===== config.mk =====
export PLATFORM = sky130hd
export DESIGN_NAME = lii_msg_tx
export DESIGN_NICKNAME = d
export VERILOG_FILES = /design/src/rtl/lii_msg_tx.sv
export SDC_FILE = /design/constraint.sdc
export NUM_CORES = 1
export LEC_CHECK = 0
export CAP_MARGIN = 20
export CORE_AREA = 2 2 248 250
export DETAILED_ROUTE_END_ITERATION = 8
export DIE_AREA = 0 0 250 252
export PLACE_DENSITY_LB_ADDON = 0.25
export SLEW_MARGIN = 30
export SYNTH_ARGS = -nofsm -noshare
export SYNTH_HDL_FRONTEND = slang
export SYNTH_SLANG_ARGS = --single-unit

===== constraint.sdc =====
create_clock -name clk -period 2.39 [get_ports clk]
set_input_delay 0.478 -clock clk [delete_from_list [all_inputs] [get_ports clk]]
set_output_delay 0.478 -clock clk [all_outputs]
set_load 0.03 [all_outputs]

===== src/rtl/lii_msg_tx.sv =====
// lii_msg_tx - LII message transmitter.
//
// Turns one command descriptor plus a raw payload word stream into a framed
// LII packet. Every beat carries this node's source ID, the latched
// destination and type, per-byte keep/strb, and a last flag on the final beat.
//
// Ports
//   clk, rst            : clock, synchronous active-high reset
//   cmd_dst/type/len    : command descriptor (len in bytes)
//   cmd_valid/cmd_ready : command handshake
//   p_data              : payload word, byte 0 in p_data[7:0]
//   p_valid/p_ready     : payload handshake
//   m_data/keep/strb/last/src/dst/type, m_valid/m_ready : LII beat out
//   busy                : message in progress or output register occupied
//   done                : one-cycle pulse, registered, in the cycle after the
//                         final payload word of a message is accepted
//   err                 : one-cycle pulse, registered, in the cycle after a
//                         zero-length command is accepted
module lii_msg_tx #(
  parameter int          DW     = 256,
  parameter int          SRC_W  = 8,
  parameter int          DST_W  = 8,
  parameter int          TYPE_W = 2,
  parameter int          LEN_W  = 16,
  parameter int unsigned SRC_ID = 0
) (
  input  logic              clk,
  input  logic              rst,
  input  logic [DST_W-1:0]  cmd_dst,
  input  logic [TYPE_W-1:0] cmd_type,
  input  logic [LEN_W-1:0]  cmd_len,
  input  logic              cmd_valid,
  output logic              cmd_ready,
  input  logic [DW-1:0]     p_data,
  input  logic              p_valid,
  output logic              p_ready,
  output logic [DW-1:0]     m_data,
  output logic [DW/8-1:0]   m_keep,
  output logic [DW/8-1:0]   m_strb,
  output logic              m_last,
  output logic [SRC_W-1:0]  m_src,
  output logic [DST_W-1:0]  m_dst,
  output logic [TYPE_W-1:0] m_type,
  output logic              m_valid,
  input  logic              m_ready,
  output logic              busy,
  output logic              done,
  output logic              err
);

  localparam int BPB     = DW / 8;
  localparam int LOG2BPB = $clog2(BPB);
  // With one byte per beat there is no tail field; the 1-bit tail register
  // then always holds zero.
  localparam int TAIL_W  = (LOG2BPB > 0) ? LOG2BPB : 1;
  // One extra bit so that ceil((2^LEN_W - 1) / BPB) fits.
  localparam int BL_W    = LEN_W - LOG2BPB + 1;

  typedef enum logic [0:0] {
    IDLE = 1'b0,
    SEND = 1'b1
  } state_e;

  state_e              state_q, state_d;
  logic [BL_W-1:0]     beats_left_q, beats_left_d;
  logic [TAIL_W-1:0]   tail_q, tail_d;
  logic [DST_W-1:0]    dst_q, dst_d;
  logic [TYPE_W-1:0]   type_q, type_d;

  logic                m_valid_q, m_valid_d;
  logic                m_last_q, m_last_d;
  logic [DW-1:0]       m_data_q, m_data_d;
  logic [BPB-1:0]      m_keep_q, m_keep_d;
  logic [DST_W-1:0]    m_dst_q, m_dst_d;
  logic [TYPE_W-1:0]   m_type_q, m_type_d;

  logic                done_q, done_d;
  logic                err_q, err_d;

  logic                cmd_fire;
  logic                p_fire;
  logic [LEN_W:0]      len_round;
  logic [BL_W-1:0]     cmd_beats;
  logic [TAIL_W-1:0]   cmd_tail;

  // Byte-enable mask for the final beat: low `tail` bytes, or a full beat
  // when the length is a whole number of beats.
  function automatic logic [BPB-1:0] last_keep(input logic [TAIL_W-1:0] tail);
    logic [BPB-1:0] k;
    for (int i = 0; i < BPB; i++) begin
      k[i] = (tail == '0) || (i < int'(tail));
    end
    return k;
  endfunction

  // ceil(len / BPB) computed one bit wider than the length so the rounding
  // add cannot wrap for the largest length.
  assign len_round = {1'b0, cmd_len} + (LEN_W+1)'(BPB - 1);
  assign cmd_beats = BL_W'(len_round >> LOG2BPB);
  assign cmd_tail  = TAIL_W'(cmd_len & LEN_W'(BPB - 1));

  assign cmd_fire = cmd_valid && cmd_ready;
  assign p_fire   = p_valid && p_ready;

  always_comb begin
    state_d      = state_q;
    beats_left_d = beats_left_q;
    tail_d       = tail_q;
    dst_d        = dst_q;
    type_d       = type_q;
    m_valid_d    = m_valid_q;
    m_last_d     = m_last_q;
    m_data_d     = m_data_q;
    m_keep_d     = m_keep_q;
    m_dst_d      = m_dst_q;
    m_type_d     = m_type_q;
    done_d       = 1'b0;
    err_d        = 1'b0;
    cmd_ready    = 1'b0;
    p_ready      = 1'b0;

    // Output register drains; a load below in the same cycle overrides this.
    if (m_valid_q && m_ready) begin
      m_valid_d = 1'b0;
    end

    unique case (state_q)
      IDLE: begin
        // Gated by rst so nothing is offered while reset is held.
        cmd_ready = !rst;
        if (cmd_fire) begin
          if (cmd_len == '0) begin
            err_d = 1'b1;
          end else begin
            dst_d        = cmd_dst;
            type_d       = cmd_type;
            beats_left_d = cmd_beats;
            tail_d       = cmd_tail;
            state_d      = SEND;
          end
        end
      end
      SEND: begin
        // Single-stage output register: accept when empty or draining now.
        p_ready = !rst && (!m_valid_q || m_ready);
        if (p_fire) begin
          m_valid_d    = 1'b1;
          m_data_d     = p_data;
          m_dst_d      = dst_q;
          m_type_d     = type_q;
          m_last_d     = (beats_left_q == BL_W'(1));
          m_keep_d     = (beats_left_q == BL_W'(1)) ? last_keep(tail_q) : '1;
          beats_left_d = beats_left_q - BL_W'(1);
          if (beats_left_q == BL_W'(1)) begin
            done_d  = 1'b1;
            state_d = IDLE;
          end
        end
      end
      default: state_d = IDLE;
    endcase
  end

  always_ff @(posedge clk) begin
    if (rst) begin
      state_q      <= IDLE;
      beats_left_q <= '0;
      tail_q       <= '0;
      dst_q        <= '0;
      type_q       <= '0;
      m_valid_q    <= 1'b0;
      m_last_q     <= 1'b0;
      m_data_q     <= '0;
      m_keep_q     <= '0;
      m_dst_q      <= '0;
      m_type_q     <= '0;
      done_q       <= 1'b0;
      err_q        <= 1'b0;
    end else begin
      state_q      <= state_d;
      beats_left_q <= beats_left_d;
      tail_q       <= tail_d;
      dst_q        <= dst_d;
      type_q       <= type_d;
      m_valid_q    <= m_valid_d;
      m_last_q     <= m_last_d;
      m_data_q     <= m_data_d;
      m_keep_q     <= m_keep_d;
      m_dst_q      <= m_dst_d;
      m_type_q     <= m_type_d;
      done_q       <= done_d;
      err_q        <= err_d;
    end
  end

  assign m_valid = m_valid_q;
  assign m_last  = m_last_q;
  assign m_data  = m_data_q;
  assign m_keep  = m_keep_q;
  assign m_strb  = m_keep_q;
  assign m_src   = SRC_W'(SRC_ID);
  assign m_dst   = m_dst_q;
  assign m_type  = m_type_q;
  assign busy    = (state_q == SEND) || m_valid_q;
  assign done    = done_q;
  assign err     = err_q;

endmodule


Word level (Yosys, flattened, before mapping)
Cells that the tools add are included.
- add/subtract/negate cells: 2
- order comparisons: 31
- equality and inequality tests: 4
- muxes and demuxes: 17
- bitwise operators: 4
- reduce and logical (&&, ||, !) cells: 46
- operators by type and width (cell ; number):
    5-bit < comparator (first input constant) ; 15
    4-bit by 5-bit < comparator with 1-bit output (first input constant) ; 8
    12-bit 2-to-1 mux ; 3
    1-bit logical OR ; 33
    32-bit 2-to-1 mux ; 1
    12-bit case mux with 2 select lines ; 1
    3-bit by 5-bit < comparator with 1-bit output (first input constant) ; 4
    16-bit by 5-bit adder with 17-bit output (second input constant) ; 1
    16-bit logical NOT ; 1
    12-bit by 1-bit equality test with 1-bit output (second input constant) ; 1
    12-bit by 1-bit subtractor with 12-bit output (second input constant) ; 1
    1-bit 2-to-1 mux ; 11
    1-bit by 5-bit < comparator with 1-bit output (first input constant) ; 2
    2-bit by 5-bit < comparator with 1-bit output (first input constant) ; 2
    3-bit AND reduction ; 2
    3-bit OR reduction ; 2
    5-bit logical NOT ; 1
    1-bit logical AND ; 4
    2-bit inequality test (second input constant) ; 2
    1-bit NOT ; 4
    1-bit logical NOT ; 2
    2-bit by 1-bit inequality test with 1-bit output (second input constant) ; 1
    1-bit case mux with 2 select lines ; 1
    2-bit AND reduction ; 1
- bits in registers: 330
- input bits: 287
- output and inout port bits: 345
- word-level logic and storage cells: 117

Depth between registers and ports, before layout
- word-level depth: 7
- depth in mapped cells: 7
- gate-level depth less buffers: 7

Worst setup path before layout
Ideal clock, no wire load.
- kind: input-to-reg
- from: in cmd_len[1]
- to: reg tail_q[0]
- library setup time: 132 ps
- data arrival time: 1851 ps
- required time: 2258 ps
- slack: 407 ps
- stages on the path: 7
- path buffers: 2
- path through: or4_1 -> buf_2 -> nor3_4 -> a21oi_1 -> buf_2 -> nand2_1 -> a21oi_1
- word-level cells in the longest chain between the ends: 3
- RTL lines (element ; line ; source):
    start: declaration ; 31 ; input logic [LEN_W-1:0] cmd_len,
    16-bit logical NOT ; 132 ; if (cmd_len == '0) begin
    1-bit NOT (no source line) ; -- ;
    3-bit AND reduction (no source line) ; -- ;
    end signal: assignment ; 182 ; tail_q <= tail_d;
    end: declaration ; 66 ; logic [TAIL_W-1:0] tail_q, tail_d;
Every way passes these cells.
A chain may end at the register's enable or synchronous reset.

Worst setup path after layout
- from: reg m_data_q[146], in the netlist m_data[146]
- to: out m_data[146]
- RTL lines (element ; line ; source):
    start: declaration ; 72 ; logic [DW-1:0] m_data_q, m_data_d;
    start signal: assignment ; 187 ; m_data_q <= m_data_d;
    end: declaration ; 37 ; output logic [DW-1:0] m_data,
No word-level cell between the ends.

==> metrics <==
number of synthesized flops with an enable pin 0; clk slew on worst S/H paths about 0.060 ns; number of vias after detailed routing 12910; Crit Reg-Reg Endpoint m_keep[21]; static leakage around 8.9 nW; DRC viols 0; clock tree from TritonCTS yes; Post-CTS Resized 0; Yosys warning count 0; critical path class reg2out; number of design-rule violations left by the first detailed-router iteration 594; post-synth cell types 58; CP cell instances clkdlybuf4s50_1; unrepaired setup endpoints after global routing no; combinational family with the most area after synthesis simple AND/OR/NAND/NOR gates; final-layout setup total negative slack 0 ns; root buffer cell clkbuf_16; hold violation count in the final report 0; grt total ovfl 0; RR Startpoint beats_left_q[6]; layout cell share with drive strength beyond 1 7.288%; largest vdd supply drop 391.3 uV; number of violations of the max-capacitance limit 0; achievable frequency roughly 460 MHz; startpoint of the most critical hold path dst_q[7]; crit share post-route 90.54%; number of hold buffers added after cts 0; CP startpoint kind register; crit-path leading delay family buffers and inverters; most common library cell in the layout ignoring fill and taps clkdlybuf4s50_1; GRT Resource Usage Total 14.92%; ys async rst share 0%; r2r setup slk around 0.23 ns; Die Span Y 252 um; clock latency of the later-clocked register in the worst-skew pair around 0.55 ns; simple-gate share of the synthesized area between 30% and 40%; footprint of the multi-input gates 0.005062 mm2; cell with the largest stage delay on the worst path clkdlybuf4s50_1; depth of the worst hold-timing path 2; final setup violation count 0; full die area 0.06300 mm2; share of the synthesized netlist area taken by xor and xnor gates 0.6332%; filler cell count in the final layout 6224; net count reported at finish 2473; worst hold-check path type reg2reg; FF-to-FF path depth 6; slew of the pin with the lowest slew margin 0.7709 ns; first-pass GRT wire length roughly 74000 um; instance area after placement roughly 0.02 mm2; syn avg cell area 7.829 um2; clock sink count 330; most frequent cells in the layout clkdlybuf4s50_1 (620), nand2_1 (593), dfxtp_1 (330); core box area 0.06013 mm2; register area ~0.0066 mm2; number of rows in the core area 90; Slew Limit Fails 0; largest net degree at the start of global routing 77; H-tree level count 2; Post-Synth Adder-Cell Area 0.2010%; critical-path maximum fanout 2; crit path buf inv count 1; boundary pin count about 630; vias in the first global route 12950; critical path endpoint category primary output; initial standard-cell utilization of the core 20.70%; per-cell routed wire length 16.55 um; status complete, no violations; post-synthesis register bit count 330; sequential area share after synthesis 53.07%; Final Util 35.13%; horizontal die dimension 250 um; number of antenna violations at the first check in global routing 2; post-route antenna net violation count 0; final std cells w/o fill 2994; cell area after layout 0.02113 mm2; drt via density 4.311; hold endpoint m_dst[7]; proportion of synthesized area in mux cells 0.08041%; most frequently used flop master after synthesis dfxtp_1; final worst hold slack 0.4429 ns; placed insts 2923; arrival time of data at the critical path endpoint between 1.5 and 2 ns; Longest Clk Path Bufs 3; Mapped Area 0.01245 mm2; fin crit period between 2 and 2.5 ns; total clock buffers created by CTS a little over 40; setup fix buffers added after clock tree synthesis 0; count of buffers from port buffering 623; area growth from synthesis to layout 69.72%; delay of the slowest critical-path stage 0.80 ns; path length in cells of the critical path 1; total power density per cell area 702.7 mW/mm2; GPL Wtd Cong 0.8325; Slew Limit Headroom 48.18%; worst clock skew approximately 0.024 ns; Pre-antenna DRT Iters 5; compound-cell area share of the yosys netlist 6.764%; post-synthesis cell count 1590; detailed-route wire length between 40000 and 50000 um; data required time of the critical path 1.91 ns; final HPWL from detailed placement 36650 um
[tightest hold or removal path, delay by kind of cell (launching register included)]
kind,cells,cell delay [ns]
AND/OR/NAND/NOR,2,0.09
flip-flops,1,0.31
[routing by layer]
layer	vias to the layer above	share of wire (%)	global-route usage, %
met5	-	0	0
met4	0	3.2	6.039
met3	84	9.0	5.117
met2	501	49	26.34
met1	5940	38	16.37
li1	6383	-	-
[registers in the layout, summed over array words and instances, names as in the netlist, 2 cells and up]
| name | count |
|---|---|
| tail_q | 5 |
| m_type | 2 |
| m_keep | 32 |
| type_q | 2 |
| dst_q | 8 |
| m_data | 256 |
| beats_left_q | 12 |
| m_dst | 8 |
[logic make-up (layout without fill, tap and decap cells)]
logic type / Yosys count / after routing
adder cells (fa/ha/maj): 2 / 2
XOR/XNOR: 9 / 9
AND/OR/NAND/NOR: 943 / 943
other: 1 / 11
flip-flops: 330 / 330
multiplexers: 1 / 1
buffers and inverters: 169 / 781
AO/OA/AOI/OAI: 135 / 135
[synth_stat cells, drive strengths merged (5+ instances only)]
cell / instances / area [um2]
nand2: 593 / 2226
dfxtp: 330 / 6606
nand3: 277 / 1391
clkbuf: 108 / 405.4
buf: 55 / 390.4
o21ai: 40 / 200.2
a21oi: 34 / 170.2
nor2: 23 / 86.33
a31oi: 17 / 121.4
nor3: 9 / 56.31
o22ai: 8 / 50.05
o31ai: 7 / 52.55
and3: 6 / 37.54
inv: 6 / 22.52
xor2: 6 / 52.55
a32o: 5 / 50.05
nand4: 5 / 31.28
[stage by stage]
step                power, mW  setup slack, ns
finish                  14.85           0.2261
global route            15.51          0.06997
CTS                     15.10          0.08735
detailed placement      8.970          -0.2460
global placement        8.955          -0.2055
floorplan               7.497           0.4065
[worst max path at each step]
stage	slack (ns)	startpoint	end
after global routing	0.07	beats_left_q[6]	m_keep[21]
final	0.23	m_data[146]	m_data[146]
after global placement	-0.21	cmd_len[1]	beats_left_q[8]
after floorplan	0.41	cmd_len[1]	tail_q[0]
after detailed placement	-0.25	cmd_len[1]	beats_left_q[7]
after CTS	0.09	m_data[146]	m_data[146]
[cell type report]
cell class / instances / area share (%)
timing repair buffer: 707 / 33.89
sequential: 330 / 31.27
multi-input combinational: 1098 / 23.96
clock buffer: 58 / 5.644
tap: 782 / 4.631
clock inverter: 10 / 0.4264
inverter: 6 / 0.1421
antenna: 3 / 0.03553
[power by group]
part | internal [mW] | switching, mW
Clock | 3.56 | 2.44
Sequential | 5.83 | 0.201
Combinational | 1.29 | 1.52
Note: power is estimated with default switching activity, not from simulation.
